<file path="config.mk">
export PLATFORM = sky130hd
export DESIGN_NAME = control_unit
export DESIGN_NICKNAME = d
export VERILOG_FILES = /design/src/rtl/control_unit.sv
export SDC_FILE = /design/constraint.sdc
export NUM_CORES = 1
export LEC_CHECK = 0
export BUFFER_PORTS_ARGS = -buffer_cell sky130_fd_sc_hd__buf_4
export CORE_MARGIN = 3
export CORE_UTILIZATION = 56
export DETAILED_ROUTE_END_ITERATION = 10
export PLACE_DENSITY = 0.85
export SYNTH_ARGS = -nofsm -noshare
export SYNTH_HDL_FRONTEND = slang
export SYNTH_SLANG_ARGS = --single-unit
</file>
<file path="constraint.sdc">
create_clock -name clk -period 6.7 [get_ports clk]
set_input_delay 0.335 -clock clk [delete_from_list [all_inputs] [get_ports clk]]
set_output_delay 0.335 -clock clk [all_outputs]
set_load 0.02 [all_outputs]
</file>
<file path="src/rtl/control_unit.sv">
// -----------------------------------------------------------------------------
// control_unit : multi-cycle Moore control FSM for the K&S processor.
//
// Sequences FETCH -> DECODE -> (LOAD|STORE|MOVE|ALU|BRANCH|HALT) and drives
// every datapath control input. All outputs are registered. They are decoded
// from the next state, so they always match the current state one cycle later.
//
// Ports:
//   clk, rst_n              clock, asynchronous active-low reset
//   decoded_instruction     current IR decode (k_and_s_pkg)
//   zero_op, neg_op,
//   unsigned_overflow,
//   signed_overflow         registered datapath flags (sampled in DECODE)
//   branch                  PC source: 1 = address field, 0 = PC+1
//   pc_enable, ir_enable    PC / IR load strobes
//   addr_sel                RAM address: 1 = PC, 0 = address field
//   c_sel                   register write source: 1 = ALU, 0 = RAM
//   operation               ALU op: 00 OR, 01 ADD, 10 SUB, 11 AND
//   write_reg_enable        register file write strobe
//   flags_reg_enable        flags register load strobe
//   ram_write_enable        RAM write strobe
//   halt                    high while halted
//   instr_count             saturating retired-instruction counter
// -----------------------------------------------------------------------------
package k_and_s_pkg;
    typedef enum logic [3:0] {
        I_NOP    = 4'd0,
        I_LOAD   = 4'd1,
        I_STORE  = 4'd2,
        I_MOVE   = 4'd3,
        I_ADD    = 4'd4,
        I_SUB    = 4'd5,
        I_AND    = 4'd6,
        I_OR     = 4'd7,
        I_BRANCH = 4'd8,
        I_BZERO  = 4'd9,
        I_BNZERO = 4'd10,
        I_BNEG   = 4'd11,
        I_BNNEG  = 4'd12,
        I_BOV    = 4'd13,
        I_BNOV   = 4'd14,
        I_HALT   = 4'd15
    } decoded_instruction_type;
endpackage

module control_unit
    import k_and_s_pkg::*;
#(
    parameter int CNT_W = 16
) (
    input  logic                    clk,
    input  logic                    rst_n,
    input  decoded_instruction_type decoded_instruction,
    input  logic                    zero_op,
    input  logic                    neg_op,
    input  logic                    unsigned_overflow,
    input  logic                    signed_overflow,
    output logic                    branch,
    output logic                    pc_enable,
    output logic                    ir_enable,
    output logic                    addr_sel,
    output logic                    c_sel,
    output logic [1:0]              operation,
    output logic                    write_reg_enable,
    output logic                    flags_reg_enable,
    output logic                    ram_write_enable,
    output logic                    halt,
    output logic [CNT_W-1:0]        instr_count
);

    typedef enum logic [2:0] {
        S_FETCH  = 3'd0,
        S_DECODE = 3'd1,
        S_LOAD   = 3'd2,
        S_STORE  = 3'd3,
        S_MOVE   = 3'd4,
        S_ALU    = 3'd5,
        S_BRANCH = 3'd6,
        S_HALT   = 3'd7
    } state_t;

    state_t           state_q, state_d;
    logic [CNT_W-1:0] cnt_q, cnt_d;
    logic             branch_q, branch_d;
    logic             pc_enable_q, pc_enable_d;
    logic             ir_enable_q, ir_enable_d;
    logic             addr_sel_q, addr_sel_d;
    logic             c_sel_q, c_sel_d;
    logic [1:0]       operation_q, operation_d;
    logic             write_reg_enable_q, write_reg_enable_d;
    logic             flags_reg_enable_q, flags_reg_enable_d;
    logic             ram_write_enable_q, ram_write_enable_d;
    logic             halt_q, halt_d;
    logic             any_ov;
    logic             retire;

    assign any_ov = signed_overflow | unsigned_overflow;

    // Next-state logic. Unknown decodes fall into the default arm and behave
    // as NOP.
    always_comb begin
        state_d = state_q;
        case (state_q)
            S_FETCH:  state_d = S_DECODE;
            S_DECODE: begin
                case (decoded_instruction)
                    I_LOAD:   state_d = S_LOAD;
                    I_STORE:  state_d = S_STORE;
                    I_MOVE:   state_d = S_MOVE;
                    I_ADD, I_SUB, I_AND, I_OR: state_d = S_ALU;
                    I_BRANCH: state_d = S_BRANCH;
                    I_BZERO:  state_d = zero_op  ? S_BRANCH : S_FETCH;
                    I_BNZERO: state_d = !zero_op ? S_BRANCH : S_FETCH;
                    I_BNEG:   state_d = neg_op   ? S_BRANCH : S_FETCH;
                    I_BNNEG:  state_d = !neg_op  ? S_BRANCH : S_FETCH;
                    I_BOV:    state_d = any_ov   ? S_BRANCH : S_FETCH;
                    I_BNOV:   state_d = !any_ov  ? S_BRANCH : S_FETCH;
                    I_HALT:   state_d = S_HALT;
                    default:  state_d = S_FETCH;
                endcase
            end
            S_HALT:   state_d = S_HALT;
            default:  state_d = S_FETCH;
        endcase
    end

    // Output decode of the next state, so the registered outputs line up with
    // the state they belong to. operation is captured from the decode at the
    // DECODE->ALU edge and therefore stays constant through the ALU cycle.
    always_comb begin
        branch_d           = 1'b0;
        pc_enable_d        = 1'b0;
        ir_enable_d        = 1'b0;
        addr_sel_d         = 1'b1;
        c_sel_d            = 1'b0;
        operation_d        = 2'b00;
        write_reg_enable_d = 1'b0;
        flags_reg_enable_d = 1'b0;
        ram_write_enable_d = 1'b0;
        halt_d             = 1'b0;
        case (state_d)
            S_FETCH:  ir_enable_d = 1'b1;
            S_DECODE: pc_enable_d = 1'b1;
            S_LOAD: begin
                addr_sel_d         = 1'b0;
                write_reg_enable_d = 1'b1;
            end
            S_STORE: begin
                addr_sel_d         = 1'b0;
                ram_write_enable_d = 1'b1;
            end
            S_MOVE: begin
                c_sel_d            = 1'b1;
                write_reg_enable_d = 1'b1;
            end
            S_ALU: begin
                c_sel_d            = 1'b1;
                write_reg_enable_d = 1'b1;
                flags_reg_enable_d = 1'b1;
                case (decoded_instruction)
                    I_ADD:   operation_d = 2'b01;
                    I_SUB:   operation_d = 2'b10;
                    I_AND:   operation_d = 2'b11;
                    default: operation_d = 2'b00;
                endcase
            end
            S_BRANCH: begin
                branch_d    = 1'b1;
                pc_enable_d = 1'b1;
            end
            S_HALT:   halt_d = 1'b1;
            default:  ir_enable_d = 1'b1;
        endcase
    end

    // An instruction retires when any non-FETCH, non-HALT state returns to
    // FETCH, or on the single edge that enters HALT.
    assign retire = ((state_q != S_FETCH) && (state_q != S_HALT) && (state_d == S_FETCH))
                  || ((state_q != S_HALT) && (state_d == S_HALT));

    always_comb begin
        cnt_d = cnt_q;
        if (retire && !(&cnt_q)) begin
            cnt_d = cnt_q + CNT_W'(1);
        end
    end

    always_ff @(posedge clk or negedge rst_n) begin
        if (!rst_n) begin
            state_q            <= S_FETCH;
            cnt_q              <= '0;
            branch_q           <= 1'b0;
            pc_enable_q        <= 1'b0;
            ir_enable_q        <= 1'b1;
            addr_sel_q         <= 1'b1;
            c_sel_q            <= 1'b0;
            operation_q        <= 2'b00;
            write_reg_enable_q <= 1'b0;
            flags_reg_enable_q <= 1'b0;
            ram_write_enable_q <= 1'b0;
            halt_q             <= 1'b0;
        end else begin
            state_q            <= state_d;
            cnt_q              <= cnt_d;
            branch_q           <= branch_d;
            pc_enable_q        <= pc_enable_d;
            ir_enable_q        <= ir_enable_d;
            addr_sel_q         <= addr_sel_d;
            c_sel_q            <= c_sel_d;
            operation_q        <= operation_d;
            write_reg_enable_q <= write_reg_enable_d;
            flags_reg_enable_q <= flags_reg_enable_d;
            ram_write_enable_q <= ram_write_enable_d;
            halt_q             <= halt_d;
        end
    end

    assign branch           = branch_q;
    assign pc_enable        = pc_enable_q;
    assign ir_enable        = ir_enable_q;
    assign addr_sel         = addr_sel_q;
    assign c_sel            = c_sel_q;
    assign operation        = operation_q;
    assign write_reg_enable = write_reg_enable_q;
    assign flags_reg_enable = flags_reg_enable_q;
    assign ram_write_enable = ram_write_enable_q;
    assign halt             = halt_q;
    assign instr_count      = cnt_q;

endmodule

</file>
After elaboration in Yosys (flattened, before gate mapping)
Cells that the tools add are included.
Widths: inputs -> output; s select.
- output and inout bits: 27
- register bits: 30
- word-level logic and storage cells: 73
- equal/unequal tests: 25
- add/subtract/negate cells: 1
- reductions and logical operators: 15
- bitwise logic cells: 1
- mux-type cells: 19
- operator list (cell ; number):
    $pmux 3 s12 ; 1
    $eq 4x4->1 const B ; 8
    $mux 3 ; 6
    $add 16x1->16 const B ; 1
    $eq 4x3->1 const B ; 4
    $reduce_and 16->1 ; 1
    $eq 3x3->1 const B ; 5
    $mux 1 ; 9
    $pmux 3 s3 ; 1
    $eq 4x2->1 const B ; 2
    $eq 3x1->1 const B ; 2
    $eq 3x2->1 const B ; 2
    $logic_not 3->1 ; 2
    $pmux 2 s3 ; 1
    $reduce_or 2->1 ; 3
    $eq 4x1->1 const B ; 1
    $logic_and 1x1->1 ; 4
    $reduce_or 4->1 ; 1
    $ne 3x3->1 const B ; 1
    $reduce_bool 3->1 ; 1
    $reduce_or 3->1 ; 1
    $mux 2 ; 1
    $logic_not 1->1 ; 1
    $logic_or 1x1->1 ; 1
    $or 1x1->1 ; 1

Logic depth before layout (Yosys ltp)
Gate-level depths: netlist of run 1.
- depth after elaboration: 8
- depth in mapped cells: 9
- gate-level depth less buffers: 7

Worst setup path before layout of run 1
Ideal clock, no wire load.
- kind: input to register
- from: input decoded_instruction[2]
- to: register cnt_q[13], in the netlist instr_count[13]
- buffers on the path: 1
- slack: 4300 ps
- cell stages on the path: 8
- data required time: 6570 ps
- arrival: 2269 ps
- cells stage by stage: buf_2 nor4b_1 a41o_1 or4_4 o31ai_4 a31oi_4 or4_1 xnor2_1
- word-level cells in the longest chain between the ends: 8
- elaborated cells on any way between the ends: 24
- classes of those cells: 16 x eq/ne; 2 x mux; 6 x reduce/logical
- RTL lines (what ; RTL line ; text):
    start: declaration ; 53 ; input decoded_instruction_type decoded_instruction,
    $eq 4x3->1 ; 106 ; case (decoded_instruction)
    $reduce_or 4->1 ; 106 ;
    $pmux 3 s12 (*) ; 106 ;
    $pmux 3 s3 (*) ; 103 ; case (state_q)
    $eq 3x3->1 / $logic_not 3->1 (equally long branches) ; 179, 178 ;
    $logic_and 1x1->1, on equally long branches ; 179, 178 ;
    $logic_or 1x1->1 (*) ; 179 ; || ((state_q != S_HALT) && (state_d == S_HALT));
    $logic_and 1x1->1 (*) ; 183 ; if (retire && !(&cnt_q)) begin
    end signal: assignment ; 204 ; cnt_q <= cnt_d;
    end: declaration ; 83 ; logic [CNT_W-1:0] cnt_q, cnt_d;
Mark *: on every way between the ends. The rest lies on a longest branch, timed or not.
A chain may end at the register's enable or synchronous reset.

Worst setup path after layout of run 1
- from: register state_q[2]
- to: register cnt_q[13], in the netlist instr_count[13]
- word-level cells in the longest chain between the ends: 6
- elaborated cells on any way between the ends: 13
- classes of those cells: 4 x eq/ne; 1 x mux; 8 x reduce/logical
- RTL lines (what ; RTL line ; text):
    start: declaration ; 82 ; state_t state_q, state_d;
    start signal: assignment ; 203 ; state_q <= state_d;
    $eq 3x3->1, or another cell as far along ; 103 ;
    $pmux 3 s3 (*) ; 103 ;
    net state_d[2] ; 82 ;
    $eq 3x3->1 / $logic_not 3->1 (equally long branches) ; 179, 178 ;
    $logic_and 1x1->1, on equally long branches ; 179, 178 ;
    $logic_or 1x1->1 (*) ; 179 ;
    $logic_and 1x1->1 (*) ; 183 ;
The timed path passes the listed nets; every way through them passes the cells marked *.

==> results.md, run 1 <==
- The violation count after the first detailed-routing iteration is 32.
- The largest net degree at the start of global routing is 31.
- The via count of the first global-routing pass is 1126.
- The maximum achievable frequency is just under 400 MHz.
- The maximum clock skew at final layout is 0.02820 ns.
- Among all flip-flop cells after synthesis, the most frequent one is dfrtp_1.
- The switching power summed over all nets is 0.09556 mW.
- The tree is rooted in a clkbuf_4.
- The mean instance size in the synthesized netlist is 11.15 µm².
- Cell internal power was estimated by the tool at around 0.25 mW.
- For this configuration, the core starts out at a cell density of 60.12%.
- The final design utilization is between 70% and 80%.
- In this run the most critical hold path is launched from decoded_instruction[0].
- The hold-critical path depth is 2.
- The number of placed I/O pins is 37.
- In this run the power density over the cells is 185.5 nW/µm².
- The reg2reg setup slack is 4.18 ns.
- Detailed placement ended at an HPWL of 2233 µm.
- The number of vias after detailed routing is 1171.
- The number of failing hold endpoints at the final stage is 0.
- 0 antenna diodes ended up in the layout.
- The post-synthesis async set-or-reset flop share is 100.0%.
- Setup violations remaining at the end of the flow were counted as 0.
- The number of iterations in the first detailed-routing pass is 4.
- The transition time at the pin with the least slew margin is 0.4465 ns.
- The instance count of the mapped netlist is 136.
- After clock tree synthesis, the clock-pin slew on the worst setup and hold paths is ~0.11 ns.
- Of the total power, the share spent switching nets is 27.74%.
- The worst pin sits at a relative slew slack of 70.23%.
- The number of buffers inserted by port buffering is 36.
- The congestion estimate from routability-driven global placement came to 0.8809.
- The post-route cell area is 1857 µm².
- The worst hold margin is approximately 0.26 ns.
- The endpoint of the worst hold-timing path is operation[0]$_DFF_PN0_.
- The die covers between 3000 and 4000 µm².
- The number of clock sinks seen by CTS is 30.
- The final setup TNS is 0 ns.
- The total track usage is a little over a fifth.
- The TritonCTS clock tree is done.
- At the worst endpoint, the required time is 6.94 ns.
- The clock network accounts for slightly below 30% of the total power.
- The synthesized netlist contains 45 unique library cells.
- The portion of total power attributed to combinational logic is 13.3%.
- The routed via count divided by cell count is 5.657.
- Subtracting the final worst setup slack from the clock period gives 2.518 ns.
- The number of instances in the placed design is 198.
- The max-slew violation count is 0.
- The level count of the clock H-tree is 2.
- The critical path is of the register to register type.
- After synthesis the netlist holds a flip-flop and latch count of 30.
- The net count of the mapped netlist is 147.
- The worst min-delay path class is primary input to register.
- The fraction of the cycle the final worst path needs is 37.59%.
- The max-cap check violation count is 0.
- The fraction of power consumed by sequential logic is between 50% and 60%.
- For this run, design rule violations remaining after detail routing come to 0.
- The area growth from synthesis to layout is 22.44%.
- The core region is 2522 µm².
- Setup repair after global routing left no endpoint under its margin.
- The first global-routing pass estimated roughly 5400 µm of wire.
- The die extent in x is between 50 and 60 µm.
- The synthesized area is around 1500 µm².
- Along the worst path, the maximum fanout reaches 15.
- At the worst endpoint, the arrival time is 2.76 ns.
- Leaving out filler cells and counting taps, the final layout contains 207.
- The nature of the critical path startpoint is a register.
- The count of yosys warnings during synthesis is 0.
- The most common library cell in the layout ignoring fill and taps is buf_4.
- The placed instance area is 1795 µm².
- The worst register-to-register path begins at state_q[2]$_DFF_PN0_.
- The detail-routed net length per standard cell is 15.19 µm.
- In the layout the commonest cells are buf_4 (37), dfrtp_1 (28), nand2_1 (10).
- The critical path capture point type is a register.
- After the last flow step, the layout net total stands at 187.
- The initial antenna violation count is 0.
- The post-route antenna net violation count is 0.
- Across the VDD grid, the largest voltage drop is 162.4 µV.
- Sequential cells were found to cover 49.67% of the synthesized design area.
- The cell leakage power is 0.8800 nW.
- The flow ran to the end, and the final reports show no timing, DRC or antenna violations.
- The number of buffers inserted during clock tree synthesis is 5.
- The number of cell rows is 18.
- The worst-case clock buffer depth is 2.
- The endpoint identified for the worst register-to-register timing path is instr_count[13]$_DFFE_PN0P_.
- The layout cell share with drive strength beyond 1 is 33.90%.
- The clock latency on the worst-skew pair is 0.34 ns.
- Wires add up to 3144 µm.
- The die is 58.04 µm tall.
- Yosys mapped a number of flops with a built-in enable equal to 0.
- Counting cells, the worst reg-to-reg path comes to 7.
- The residual overflow from global routing is 0.
## metal layers
layer	vias up	GRT usage [%]	routed length [µm]
met5	-	0	0
met4	0	5.960	43
met3	5	7.795	197
met2	38	33.87	1536
met1	557	26.88	1367
li1	571	-	-
## cell type report
class	instances	area (µm²)
Clock buffer	6	41.29
Multi-Input combinational cell	97	711.9
Fill cell	195	665.6
Tap cell	30	37.54
Sequential cell	30	753.2
Inverter	4	15.01
Timing Repair Buffer	38	287.8
Clock inverter	2	10.01
## cells by family after synthesis
| family | synth area share, % |
|---|---|
| AOI/OAI and AO/OA | 11.30 |
| xor gates and xnor gates | 9.241 |
| adders and majority gates | 0.8250 |
| buffers and inverters | 3.382 |
| DFF | 49.67 |
| muxes | 1.485 |
| and+or+nand+nor | 24.09 |
## registers in the layout, indices dropped and copies added, names as in the netlist
register	cells
addr_sel	1
branch	1
c_sel	1
flags_reg_enable	1
halt	1
instr_count	16
ir_enable	1
operation	2
pc_enable	1
ram_write_enable	1
state_q	3
write_reg_enable	1
## power groups by stage
stage	sequential, mW	clock [mW]	combinational (mW)
floorplan	0.208	0	0.0151
global placement	0.200	0	0.0441
detailed placement	0.200	0	0.0455
CTS	0.197	0.103	0.0463
global route	0.198	0.115	0.0496
finish	0.197	0.102	0.0458
## Yosys cell counts (2+ instances only)
| cell | number | area share [%] |
|---|---|---|
| dfrtp_1 | 28 | 46 |
| nand2_1 | 10 | 2.5 |
| xor2_1 | 9 | 5.2 |
| nor2_1 | 8 | 2.0 |
| nand3_1 | 7 | 2.3 |
| xnor2_1 | 7 | 4.0 |
| inv_1 | 4 | 0.99 |
| or3_1 | 4 | 1.6 |
| a21oi_1 | 3 | 0.99 |
| nand4_1 | 3 | 1.2 |
| nor3_1 | 3 | 0.99 |
| nor4b_2 | 3 | 3.0 |
| o21ai_0 | 3 | 0.99 |
| or2b_1 | 3 | 1.5 |
| and3_1 | 2 | 0.82 |
| buf_2 | 2 | 0.66 |
| buf_6 | 2 | 1.5 |
| dfstp_2 | 2 | 3.5 |
| mux2_2 | 2 | 1.5 |
| nand2b_1 | 2 | 0.82 |
| nor4_2 | 2 | 1.6 |
| o211ai_1 | 2 | 0.99 |
| or2_2 | 2 | 0.82 |
| or4_1 | 2 | 0.99 |
## worst max-delay path, stage by stage, from the launching register on
cell and delay, ns:
dfrtp_1 0.38, or2_2 0.35, a211o_1 0.28, nand2_1 0.08, o31a_1 0.35, a31oi_4 0.24
or4_1 0.61, xnor2_1 0.14
## worst max path at each step
| stage | start | end | slack, ns | cells after the start |
|---|---|---|---|---|
| floorplan | decoded_instruction[2] | instr_count[13]$_DFFE_PN0P_ | 4.30 | 8 |
| global placement | decoded_instruction[0] | instr_count[13]$_DFFE_PN0P_ | 4.06 | 8 |
| detailed placement | decoded_instruction[0] | instr_count[13]$_DFFE_PN0P_ | 3.96 | 8 |
| CTS | state_q[2]$_DFF_PN0_ | instr_count[13]$_DFFE_PN0P_ | 4.19 | 7 |
| global route | state_q[2]$_DFF_PN0_ | instr_count[13]$_DFFE_PN0P_ | 4.04 | 7 |
| finish | state_q[2]$_DFF_PN0_ | instr_count[13]$_DFFE_PN0P_ | 4.18 | 7 |
## per-stage QoR
stage	setup slack, ns	power, mW
after CTS	4.185	0.3465
after detailed placement	3.960	0.2459
after global placement	4.056	0.2437
after floorplan	4.300	0.2229
after global routing	4.037	0.3629
final	4.182	0.3445
## timing repair
| item | in CTS | in global routing |
|---|---|---|
| endpoints found under the hold margin | 28 | 0 |
| resized for setup | 0 | 0 |
| hold buffers | 1 | 0 |
| buffers inserted | 0 | 0 |
Note: power is estimated with default switching activity, not from simulation.
==> run 2, diff against run 1 <==
--- a/config.mk
+++ b/config.mk
@@ -7,9 +7,9 @@
 export LEC_CHECK = 0
 export BUFFER_PORTS_ARGS = -buffer_cell sky130_fd_sc_hd__buf_4
 export CORE_MARGIN = 3
-export CORE_UTILIZATION = 56
+export CORE_UTILIZATION = 52
 export DETAILED_ROUTE_END_ITERATION = 10
-export PLACE_DENSITY = 0.85
+export PLACE_DENSITY = 0.8
 export SYNTH_ARGS = -nofsm -noshare
 export SYNTH_HDL_FRONTEND = slang
 export SYNTH_SLANG_ARGS = --single-unit
==> constraint.sdc (replaced) <==
create_clock -name clk -period 2.6 [get_ports clk]
set_input_delay 0.13 -clock clk [delete_from_list [all_inputs] [get_ports clk]]
set_output_delay 0.13 -clock clk [all_outputs]
set_load 0.02 [all_outputs]
==> run 2 against run 1 <==
Against the previous run:
- sequential share of layout area fell by 0.51 points
- maximum frequency increased by 3.8%
- final area rose by 1.3%
- register-to-register slack worse by 4.0 ns
- non-clock buffer count is 2 higher
- die area is 6.9% higher
- setup slack got worse by 4.0 ns
- core utilization decreased by 1.6 points
- clock power grew to 2.7 times the previous value
- total power rose to 2.6 times the previous value
- hold slack worse by 0.21 ns
- routed wire length decreased by 3.8%
==> results.md, run 2 (synthesis gave the netlist of run 1 again) <==
- In this run the static leakage power is 0.8915 nW.
- The final design utilization is 71.98%.
- The post-DP HPWL is 2297 µm.
- For the worst setup path, the data required time is 2.81 ns.
- The wire length reported by the detailed router is 3025 µm.
- The initial antenna violation count is 0.
- The top cell types in the final layout, fill and taps aside, are buf_4 (39), dfrtp_1 (28), nand2_1 (10).
- The max-slew violation count is 0.
- The fraction of power spent switching nets is 25.77%.
- Relative to the synthesized area, the layout overhead comes to 24.01%.
- The vertical extent of the die is 60 µm.
- The critical path start-end classification is register to register.
- Across every metal layer, demand over resource in global routing totals 18.68%.
- The worst setup path is captured at a register.
- The final setup TNS is 0 ns.
- The number of gates given a new drive strength after cts is 0.
- The number of endpoints failing setup at the final stage is 0.
- The maximum fanout along the worst path is 15.
- IR analysis of the VDD net gives a maximum drop of 425.1 µV.
- The number of post-CTS setup repair buffers is 0.
- The net count of the finished layout is approximately 190.
- The die is 60 µm wide.
- The via count of the first global-routing pass came to roughly 1200.
- The fraction of power consumed by sequential logic is about 56%.
- The floorplan step defined a die boundary enclosing about 3600 µm².
- The TritonCTS clock tree is done.
- The violation count after the first detailed-routing iteration is 61.
- Summed over all layers, the global routing overflow is 0.
- The run finished with clean final reports.
- In the finished design, the share of the clock period the worst path needs comes to 93.30%.
- The nature of the critical path startpoint is a register.
- The H-tree was split into 2 levels.
- The floorplan has 18 rows.
- The number of buffers inserted for hold repair after clock tree synthesis is 1.
- The register with the most flip-flops in the layout has 16 of them.
- For this design the total switching power over the nets is 0.2324 mW.
- The worst register-to-register path begins at state_q[2]$_DFF_PN0_.
- The number of iterations in the first detailed-routing pass is 4.
- The max-cap check violation count is 0.
- Dividing the detail-routed wire length by the instance count gives 14.47 µm.
- The transition time at the pin with the least slew margin is ~0.46 ns.
- STA puts the critical path data arrival time at 2.64 ns.
- The number of vias after detailed routing is 1205.
- The worst path meets setup with 0.1741 ns of slack.
- The cell-internal power is 0.6694 mW.
- At the end of routability-driven placement, the weighted congestion stood at 0.8546.
- The clock latency on the worst-skew pair is approximately 0.32 ns.
- The pre-CTS setup slack is 0.08002 ns.
- For the final database, setup skew stands at 0.008303 ns.
- Headroom to the max-slew limit came out at 69.40%.
- Counting the buffers created by CTS gives 5.
- The core region area is around 2600 µm².
- Setup repair after global routing left no endpoint under its margin.
- The worst min-delay path class is primary input to register.
- The startpoint of the worst hold path is decoded_instruction[0].
- The post-route antenna net violation count is 0.
- In the routed design, unresolved DRC markers number 0.
- The first global-routing pass estimated 4885 µm of wire.
- The power per cell area is 479.6 nW/µm².
- The number of buffers inserted by port buffering is 36.
- The maximum achievable frequency is 412.2 MHz.
- The start point of the critical path is state_q[2]$_DFF_PN0_.
- The number of failing hold endpoints at the final stage came to 0.
- The layout cell share with drive strength beyond 1 is 34.64%.
- The share of power burned in the clock network is 30.7%.
- The cell sitting at the root of the clock tree is a clkbuf_4.
- The worst-case clock buffer depth is 2.
- After clock tree synthesis, the clock-pin slew on the worst setup and hold paths is 0.09 ns.
- For this configuration, the core starts out at a cell density of 58.05%.
- The smallest clock period supported by the final layout is computed as 2.426 ns.
- The portion of total power attributed to combinational logic is 13.0%.
- The clock net in this run drives a total of 30 sinks.
- The number of placed I/O pins is 37.
- The number of antenna diodes in the final layout is 0.
- The most common library cell in the layout ignoring fill and taps is buf_4.
- Entering global routing, the biggest net connects 31 pins.
- The routed via count divided by cell count is 5.766.
run 2: cell types whose count changed in the layout (fill, tap and decap cells not counted), sizes merged:
cell / previous run / this run
clkinv: 2 / 1
clkbuf: 6 / 7
buf: 37 / 39
run 2: routing by layer:
layer / vias up / GRT usage (%) / share of wire, %
li1: 572 / - / -
met1: 586 / 18.73 / 37
met2: 37 / 33.80 / 55
met3: 10 / 5.832 / 5.4
met4: 0 / 10.13 / 2.0
met5: - / 0 / 0
run 2: worst max-delay path: stages (launching register included):
cell and delay, ns:
dfrtp_1 0.39, or2_2 0.35, a211o_1 0.29, and2b_1 0.32, a31oi_4 0.23, or4_1 0.60
xnor2_1 0.14
run 2: layout make-up:
cell class	instances	area [µm²]
flip-flops and latches	30	753.2
fillers	193	732.0
multi-input cells	97	711.9
repair buffers	40	302.8
clock buffers	7	55.05
well taps	30	37.54
inverters	4	15.01
clock inverters	1	5.005
run 2: path summary, 6_finish.rpt:
path,end,slack [ns],cells past startpoint
min in group asynchronous,instr_count[14]$_DFFE_PN0P_,0.26,2
max in group asynchronous,addr_sel$_DFF_PN1_,2.03,2
max,instr_count[13]$_DFFE_PN0P_,0.17,6
max reg2reg,instr_count[13]$_DFFE_PN0P_,0.17,6
min,operation[0]$_DFF_PN0_,0.04,2
min reg2reg,instr_count[15]$_DFFE_PN0P_,0.50,1
run 2: power by group through the flow:
| stage | Sequential, mW | Combinational [mW] | Clock, mW |
|---|---|---|---|
| floorplan | 0.536 | 0.0388 | 0 |
| global placement | 0.515 | 0.114 | 0 |
| detailed placement | 0.517 | 0.118 | 0 |
| CTS | 0.508 | 0.119 | 0.290 |
| global route | 0.511 | 0.128 | 0.311 |
| finish | 0.507 | 0.117 | 0.277 |
run 2: per-stage QoR:
step                      instance area [µm²]  total power, mW  std cells  hold slack [ns]
after CTS                                1881           0.9169        209          0.02295
after global placement                   1810           0.6291        200          0.06643
after floorplan                          1516           0.5743        136          -0.1656
after detailed placement                 1810           0.6349        200          0.07333
final                                    1881           0.9018        209          0.04444
after global routing                     1881           0.9510        209          0.03142
